<file path="config.mk">
export PLATFORM = sky130hd
export DESIGN_NAME = imem_loader
export DESIGN_NICKNAME = d
export VERILOG_FILES = /design/src/rtl/imem_loader.sv
export SDC_FILE = /design/constraint.sdc
export NUM_CORES = 1
export LEC_CHECK = 0
export CORE_ASPECT_RATIO = 1.1
export CORE_MARGIN = 5
export CORE_UTILIZATION = 57
export DETAILED_ROUTE_END_ITERATION = 12
export GPL_ROUTABILITY_DRIVEN = 0
export PLACE_DENSITY = 0.88
export SKIP_LAST_GASP = 1
export SYNTH_ARGS = -nofsm -noshare
export SYNTH_HDL_FRONTEND = slang
export SYNTH_SLANG_ARGS = --single-unit
</file>
<file path="constraint.sdc">
create_clock -name clk -period 3.5 [get_ports clk]
set_input_delay 0.525 -clock clk [delete_from_list [all_inputs] [get_ports clk]]
set_output_delay 0.525 -clock clk [all_outputs]
set_load 0.02 [all_outputs]
</file>
<file path="src/rtl/imem_loader.sv">
// Instruction-memory loader: host byte stream -> length-checked, XOR-checksummed 16-bit word writes.
// Latency: a write strobe follows the accepted high byte by one cycle; done/error follow the check byte by one cycle.
// Backpressure: in_ready is high only in byte-receiving states; in_valid low stalls indefinitely.
//
// Ports:
//   clk, rst            rising-edge clock; asynchronous active-low reset
//   start               one-cycle pulse, honoured only in IDLE/DONE/ERR
//   in_valid/in_ready   byte handshake; in_data carries the byte
//   wr_en/addr/data     one-cycle instruction memory write strobe, word address and word (low byte first on the link)
//   core_hold           holds the core in reset until a load completes with a good checksum
//   done/error          load outcome, held until the next start or reset
module imem_loader #(
    parameter int ADDR_W = 8,
    parameter int DEPTH  = 256
) (
    input  logic              clk,
    input  logic              rst,
    input  logic              start,
    input  logic              in_valid,
    input  logic [7:0]        in_data,
    output logic              in_ready,
    output logic              wr_en,
    output logic [ADDR_W-1:0] wr_addr,
    output logic [15:0]       wr_data,
    output logic              core_hold,
    output logic              done,
    output logic              error
);

    typedef enum logic [2:0] {
        S_IDLE    = 3'd0,
        S_LEN_LO  = 3'd1,
        S_LEN_HI  = 3'd2,
        S_DATA_LO = 3'd3,
        S_DATA_HI = 3'd4,
        S_CHECK   = 3'd5,
        S_DONE    = 3'd6,
        S_ERR     = 3'd7
    } state_t;

    localparam logic [15:0] DEPTH_L = 16'(DEPTH);

    state_t      state;
    state_t      state_nxt;
    logic [15:0] len;
    logic [15:0] count;
    logic [7:0]  csum;
    logic [7:0]  lo_byte;
    logic [15:0] len_full;
    logic        accept;
    logic        load_start;

    assign accept   = in_valid && in_ready;
    // Full length as seen while the high byte is being accepted.
    assign len_full = {in_data, len[7:0]};

    always_ff @(posedge clk or negedge rst) begin
        if (!rst) begin
            state <= S_IDLE;
        end else begin
            state <= state_nxt;
        end
    end

    always_comb begin
        state_nxt  = state;
        in_ready   = 1'b0;
        load_start = 1'b0;
        unique case (state)
            S_IDLE, S_DONE, S_ERR: begin
                if (start) begin
                    load_start = 1'b1;
                    state_nxt  = S_LEN_LO;
                end
            end
            S_LEN_LO: begin
                in_ready = 1'b1;
                if (accept) state_nxt = S_LEN_HI;
            end
            S_LEN_HI: begin
                in_ready = 1'b1;
                if (accept) begin
                    if (len_full > DEPTH_L)      state_nxt = S_ERR;
                    else if (len_full == 16'd0)  state_nxt = S_CHECK;
                    else                         state_nxt = S_DATA_LO;
                end
            end
            S_DATA_LO: begin
                in_ready = 1'b1;
                if (accept) state_nxt = S_DATA_HI;
            end
            S_DATA_HI: begin
                in_ready = 1'b1;
                // count has not yet been bumped for this word; that happens when its strobe drops.
                if (accept) state_nxt = (count + 16'd1 == len) ? S_CHECK : S_DATA_LO;
            end
            S_CHECK: begin
                in_ready = 1'b1;
                if (accept) state_nxt = (in_data == csum) ? S_DONE : S_ERR;
            end
            default: state_nxt = S_IDLE;
        endcase
    end

    assign core_hold = (state != S_DONE);
    assign done      = (state == S_DONE);
    assign error     = (state == S_ERR);

    always_ff @(posedge clk or negedge rst) begin
        if (!rst) begin
            wr_en   <= 1'b0;
            wr_addr <= '0;
            wr_data <= '0;
            len     <= '0;
            count   <= '0;
            csum    <= '0;
            lo_byte <= '0;
        end else begin
            wr_en <= 1'b0;
            if (wr_en) count <= count + 16'd1;

            if (load_start) begin
                count   <= '0;
                csum    <= '0;
                len     <= '0;
                wr_addr <= '0;
            end

            if (accept) begin
                unique case (state)
                    S_LEN_LO: len[7:0]  <= in_data;
                    S_LEN_HI: len[15:8] <= in_data;
                    S_DATA_LO: begin
                        lo_byte <= in_data;
                        csum    <= csum ^ in_data;
                    end
                    S_DATA_HI: begin
                        wr_en   <= 1'b1;
                        wr_data <= {in_data, lo_byte};
                        wr_addr <= count[ADDR_W-1:0];
                        csum    <= csum ^ in_data;
                    end
                    default: ;
                endcase
            end
        end
    end

endmodule

</file>
==> impl_metrics.json, run 1 <==
{
  "status": "completed",
  "yosysSeqAreaShare_pct": 48.4,
  "cpMaxStageDelayCell": "or4_1",
  "fin_crit_sh_pct": 78.4,
  "cts_buffers": 9,
  "grt_pass1_wl_um": 16000,
  "crit_chain": "nand4_1 -> nor4_1 -> mux2i_1 -> o22ai_1 -> or4_1 -> o21a_1",
  "cts_resized": 0,
  "drt_wl_total_um": 9670,
  "required_ps": 3750,
  "synth.avg_cell_area_um2": 8.76,
  "routedWlPerCell_um": 17.2,
  "fin_nets": 488,
  "startpoint": "count[6]",
  "die-area_mm2": 0.00865,
  "grt_max_degree": 44,
  "fin_cells": 562,
  "synth_edf_count": 0,
  "firstDrtPassIters": 5,
  "critPathKind": "register to register",
  "path_buf_inv": 0,
  "critPathTopFamily": "simple AND/OR/NAND/NOR gates",
  "cp_max_fo": 10,
  "powerDensity_mw_per_mm2": 753,
  "drcViolationCount": 0,
  "clk_latency_ps": 350,
  "yosys_warnings": 0,
  "clock_skew_ps": 7.27,
  "place.port_buffers": 40,
  "synthFlopType": "dfrtp_1",
  "fin_util_pct": 68.4,
  "vias": 3373,
  "cts.htree.levels": 3,
  "drtIter0Drc": 246,
  "dieWidth_um": 89.1,
  "io_pins": 41,
  "ys_seq_elements": 76,
  "fillers": 500,
  "critPathMaxStageDelay_ps": 610,
  "hp-class": "input port to async pin",
  "viasPerCell": 6.00,
  "detail-route-antenna-nets": 0,
  "clock_sinks": 76,
  "rsz0062_at_grt": "no",
  "worst_pin_slew_ps": 944,
  "row_count": 31,
  "fin_area_mm2": 0.00454,
  "dp_hpwl_um": 6480,
  "grt-ovfl-total": 0,
  "ys_async_sr_fraction_pct": 100,
  "cts_tree": "done",
  "critPathCaptureType": "register",
  "setup_viol": 0,
  "die_h_um": 97.0,
  "timing.rr.start": "count[6]",
  "setup_tns_ps": 0,
  "dpl.cell_count": 546,
  "maxCapViolations": 0,
  "netlist_instances": 448,
  "postCtsSetupBuffers": 0,
  "power.leakage_uw": 0.00202,
  "grt_pass1_vias": 3264,
  "syn_nets": 461,
  "cts.reportedPaths.clkPinSlew_ps": 80,
  "core_mm2": 0.00663,
  "cp-start-kind": "register",
  "slew_headroom_pct": 37.1,
  "grt.total_usage_pct": 23.6,
  "dpl_cell_area_mm2": 0.00433,
  "ys_types": 51,
  "drive_above_1_share_pct": 7.08,
  "r2r_setup_slack_ps": 760,
  "diodes": 0,
  "final-hold-violation-count": 0,
  "final_max_slew_viol_count": 0,
  "initial_core_util_pct": 59.2,
  "antenna_found_initial": 0,
  "ir_drop_mv": 0.539,
  "synth_area_mm2": 0.00393,
  "area_delta_synth_final_pct": 15.6,
  "whs_ps": 310,
  "fin_crit_ps": 2740,
  "cts_hold_buffers": 0,
  "cts_root_buf": "clkbuf_8",
  "max_freq_ghz": 0.364,
  "cp.arrival_ps": 2990,
  "clockBufferDepth": 2
}
state kept, by name (all words and copies together) (netlist names):
signal   cells
wr_addr      8
wr_en        1
wr_data     16
count       16
lo_byte      8
len         16
csum         8
state        3
final timing paths:
path                                    to  cells after the start
worst min register to register  wr_data[7]                      2
worst min-delay path              count[4]                      1
max in group asynchronous        count[11]                      2
min in group clk                wr_data[7]                      2
worst max-delay path              state[1]                      6
worst max register to register    state[1]                      6
layout by cell type (no fill, tap or decap), types with 3 or more instances in the layout:
master           netlist  routed
o21ai_0               42      42
nand2_1              113     113
nor4_1                 5       5
dfrtp_1               76      76
inv_1                  7       7
and2_1                 5       5
mux2i_1                3       3
nand4_1                8       8
nor3_1                 8       8
nand2b_1               4       4
nand3_1               13      13
clkdlybuf4s50_1        0      39
nor2_1                37      37
a21oi_1                6       6
xnor2_1               18      18
mux2_2                 7       7
or4_1                  4       4
nor2b_1                4       4
o31ai_1                3       3
inv_6                  0       3
clkbuf_8               0       9
xor2_1                25      25
buf_4                  1       5
metal layers:
| metal | global-route usage, % | up-vias | wire (µm) | part of all wire (%) |
|---|---|---|---|---|
| li1 | - | 1551 | - | - |
| met4 | 11.8 | 0 | 307 | 3.2 |
| met1 | 31.2 | 1633 | 4020 | 42 |
| met2 | 37.3 | 158 | 4780 | 49 |
| met5 | 0 | - | 0 | 0 |
| met3 | 3.31 | 31 | 557 | 5.8 |
cell usage after synthesis (5+ instances only):
master / number / area share [%]
a21oi_1: 6 / 0.76
and2_1: 5 / 0.80
buf_2: 6 / 0.76
clkbuf_1: 19 / 1.8
dfrtp_1: 76 / 48
inv_1: 7 / 0.67
mux2_2: 7 / 2.0
nand2_1: 113 / 11
nand3_1: 13 / 1.7
nand4_1: 8 / 1.3
nor2_1: 37 / 3.5
nor3_1: 8 / 1.0
nor4_1: 5 / 0.80
o21ai_0: 42 / 5.4
xnor2_1: 18 / 4.0
xor2_1: 25 / 5.6
through the flow:
step	setup WS (ps)	total power [µW]
after floorplan	1050	2210
after global placement	840	2630
after detailed placement	829	2700
after CTS	782	3420
after global routing	594	3640
final	755	3420
where the power goes:
| part | leakage [µW] | total (µW) | internal, µW | switching (µW) |
|---|---|---|---|---|
| logic | 0.000918 | 1300 | 582 | 718 |
| registers | 0.000999 | 1420 | 1160 | 266 |
| clock network | 0.000101 | 698 | 339 | 359 |
| total | 0.00202 | 3420 | 2080 | 1340 |
kinds of logic (layout without fill, tap and decap cells):
logic type               count (synthesis)  count (layout)  synth area share (%)
buffers and inverters                   36              68                  3.92
flip-flops                              76              76                  48.4
AO/OA/AOI/OAI                           70              70                  10.6
adder cells (fa/ha/maj)                  1               1                 0.319
AND/OR/NAND/NOR                        211             211                  23.9
XOR/XNOR                                44              44                  10.0
multiplexers                            10              10                  2.77
layout make-up:
type                       count  area (µm²)  area share (%)
clock inverter                 7        81.3            1.79
tap                           82         103            2.26
sequential                    76        1900            41.9
clock buffer                   9         124            2.73
multi-input combinational    336        1870            41.2
timing repair buffer          45         433            9.54
inverter                       7        26.3           0.579
No activity file was read; power rests on OpenSTA's default activity.
==> inputs of run 2 (changes only) <==
- clock period: 3.5 -> 2.85 ns (I/O delays scaled with it)
==> run 2 against run 1 <==
Effect of this change: combinational power is 23% higher; first-iteration DRC count is 33% lower; sequential cell count stayed put; register-to-register slack worse by 550 ps; worst hold slack worse by 220 ps; clock skew is 0.77 ps higher; cell count is 2.1% higher; largest cell class unchanged; sequential power is 21% higher; routed wire length is 7.7% lower; clock power is 23% higher; sequential share of layout area is 0.95 points lower.
==> impl_metrics.json, run 2 (synthesized netlist as in run 1, its figures left out) <==
{
  "status": "completed",
  "p_sw_share_pct": 38.0,
  "intPower_uw": 2600,
  "setup_tns_ps": 0,
  "slew_headroom_pct": 63.7,
  "initial_core_util_pct": 59.2,
  "required_ps": 3100,
  "clk_latency_ps": 360,
  "grt_pass1_wl_um": 15500,
  "routedWlPerCell_um": 15.6,
  "cp_max_fo": 8,
  "setup_viol": 0,
  "maxCapViolations": 0,
  "top_regs": "count x16, len x16, wr_data x16",
  "row_count": 31,
  "cts_root_buf": "clkbuf_8",
  "drive_above_1_share_pct": 9.35,
  "pre_cts_ws_ps": 245,
  "final_max_slew_viol_count": 0,
  "critPathCaptureType": "register",
  "place.port_buffers": 40,
  "io_pins": 41,
  "cts_resized": 0,
  "cts_hold_buffers": 0,
  "dp_hpwl_um": 6160,
  "die_h_um": 97.0,
  "dieWidth_um": 89.1,
  "antenna_found_initial": 0,
  "cts.htree.levels": 3,
  "diodes": 0,
  "pwr-share-clk_pct": 20.6,
  "firstDrtPassIters": 4,
  "area_delta_synth_final_pct": 18.3,
  "core_mm2": 0.00663,
  "clock_sinks": 76,
  "cts_buffers": 9,
  "clockBufferDepth": 2,
  "rsz0062_at_grt": "no",
  "whs_ps": 93.8,
  "postCtsSetupBuffers": 0,
  "ff2ff_path_depth": 7,
  "cts.reportedPaths.clkPinSlew_ps": 90,
  "cp-start-kind": "register",
  "drcViolationCount": 0,
  "critPathKind": "register to register",
  "fillers": 494,
  "drt_wl_total_um": 8930,
  "grt_max_degree": 77,
  "max_freq_ghz": 0.378,
  "p_sw_uw": 1590,
  "powerDensity_mw_per_mm2": 901,
  "fin_ws_ps": 206,
  "cts_tree": "done",
  "grt-ovfl-total": 0,
  "viasPerCell": 5.80,
  "clock_skew_ps": 8.04,
  "drtIter0Drc": 166,
  "fin_crit_ps": 2640,
  "hp-class": "input port to async pin",
  "vias": 3330,
  "grt_pass1_vias": 3323,
  "mostFrequentLayoutCell": "nand2_1",
  "combPwrFrac_pct": 38.2,
  "power_frac_seq_pct": 41.2,
  "detail-route-antenna-nets": 0,
  "final_cell_mix": "113 x nand2_1, 76 x dfrtp_1, 42 x o21ai_0, 39 x clkdlybuf4s50_1, 37 x nor2_1",
  "worst_pin_slew_ps": 539,
  "cp.arrival_ps": 2890,
  "die-area_mm2": 0.00865,
  "power.leakage_uw": 0.00209,
  "ir_drop_mv": 0.607,
  "final-hold-violation-count": 0,
  "fin_crit_sh_pct": 92.8,
  "grt.total_usage_pct": 22.3,
  "fin_nets": 500
}
[run 2: per-stage QoR]
stage                     instance area (µm²)  std cells  util [%]  total power [µW]
after floorplan                          3930        448         -              2710
after global placement                   4440        558      66.9              3260
after detailed placement                 4440        558      66.9              3320
after CTS                                4640        574      70.0              4200
after global routing                     4640        574      70.0              4470
final                                    4640        574      70.0              4190
[run 2: per-layer routing]
metal  global-route usage (%)  part of all wire (%)
met1                     30.4                    43
met2                     34.8                    51
met3                     3.57                   4.3
met4                     9.74                   1.6
met5                        0                     0
[run 2: worst max-delay path, stage by stage, from the launching register on]
cell and delay [ps]:
dfrtp_1 470, ha_1 350, nand3_1 120, o21ai_0 190, o2111ai_1 120, or4_1 520, or4_1 560, o21a_1 210
[run 2: power by group through the flow]
stage | clock [µW] | sequential (µW) | combinational (µW)
CTS | 874 | 1720 | 1610
detailed placement | 0 | 1740 | 1590
finish | 860 | 1720 | 1600
floorplan | 0 | 1780 | 933
global route | 929 | 1780 | 1770
global placement | 0 | 1720 | 1550
[run 2: path summary, 6_finish.rpt]
kind	startpoint	end	slack, ps
max	count[0]	state[1]	210
min	rst	wr_addr[7]	90
max reg2reg	count[0]	state[1]	210
min reg2reg	lo_byte[1]	wr_data[1]	470
max in group asynchronous	rst	csum[5]	2450
min in group clk	lo_byte[1]	wr_data[1]	470
[run 2: final cells by class]
class | count | area, µm² | share of cell area [%]
clock buffers | 10 | 138 | 2.96
multi-input cells | 336 | 1870 | 40.3
flip-flops and latches | 76 | 1900 | 40.9
well taps | 82 | 103 | 2.21
repair buffers | 57 | 536 | 11.5
clock inverters | 6 | 70.1 | 1.51
inverters | 7 | 26.3 | 0.566
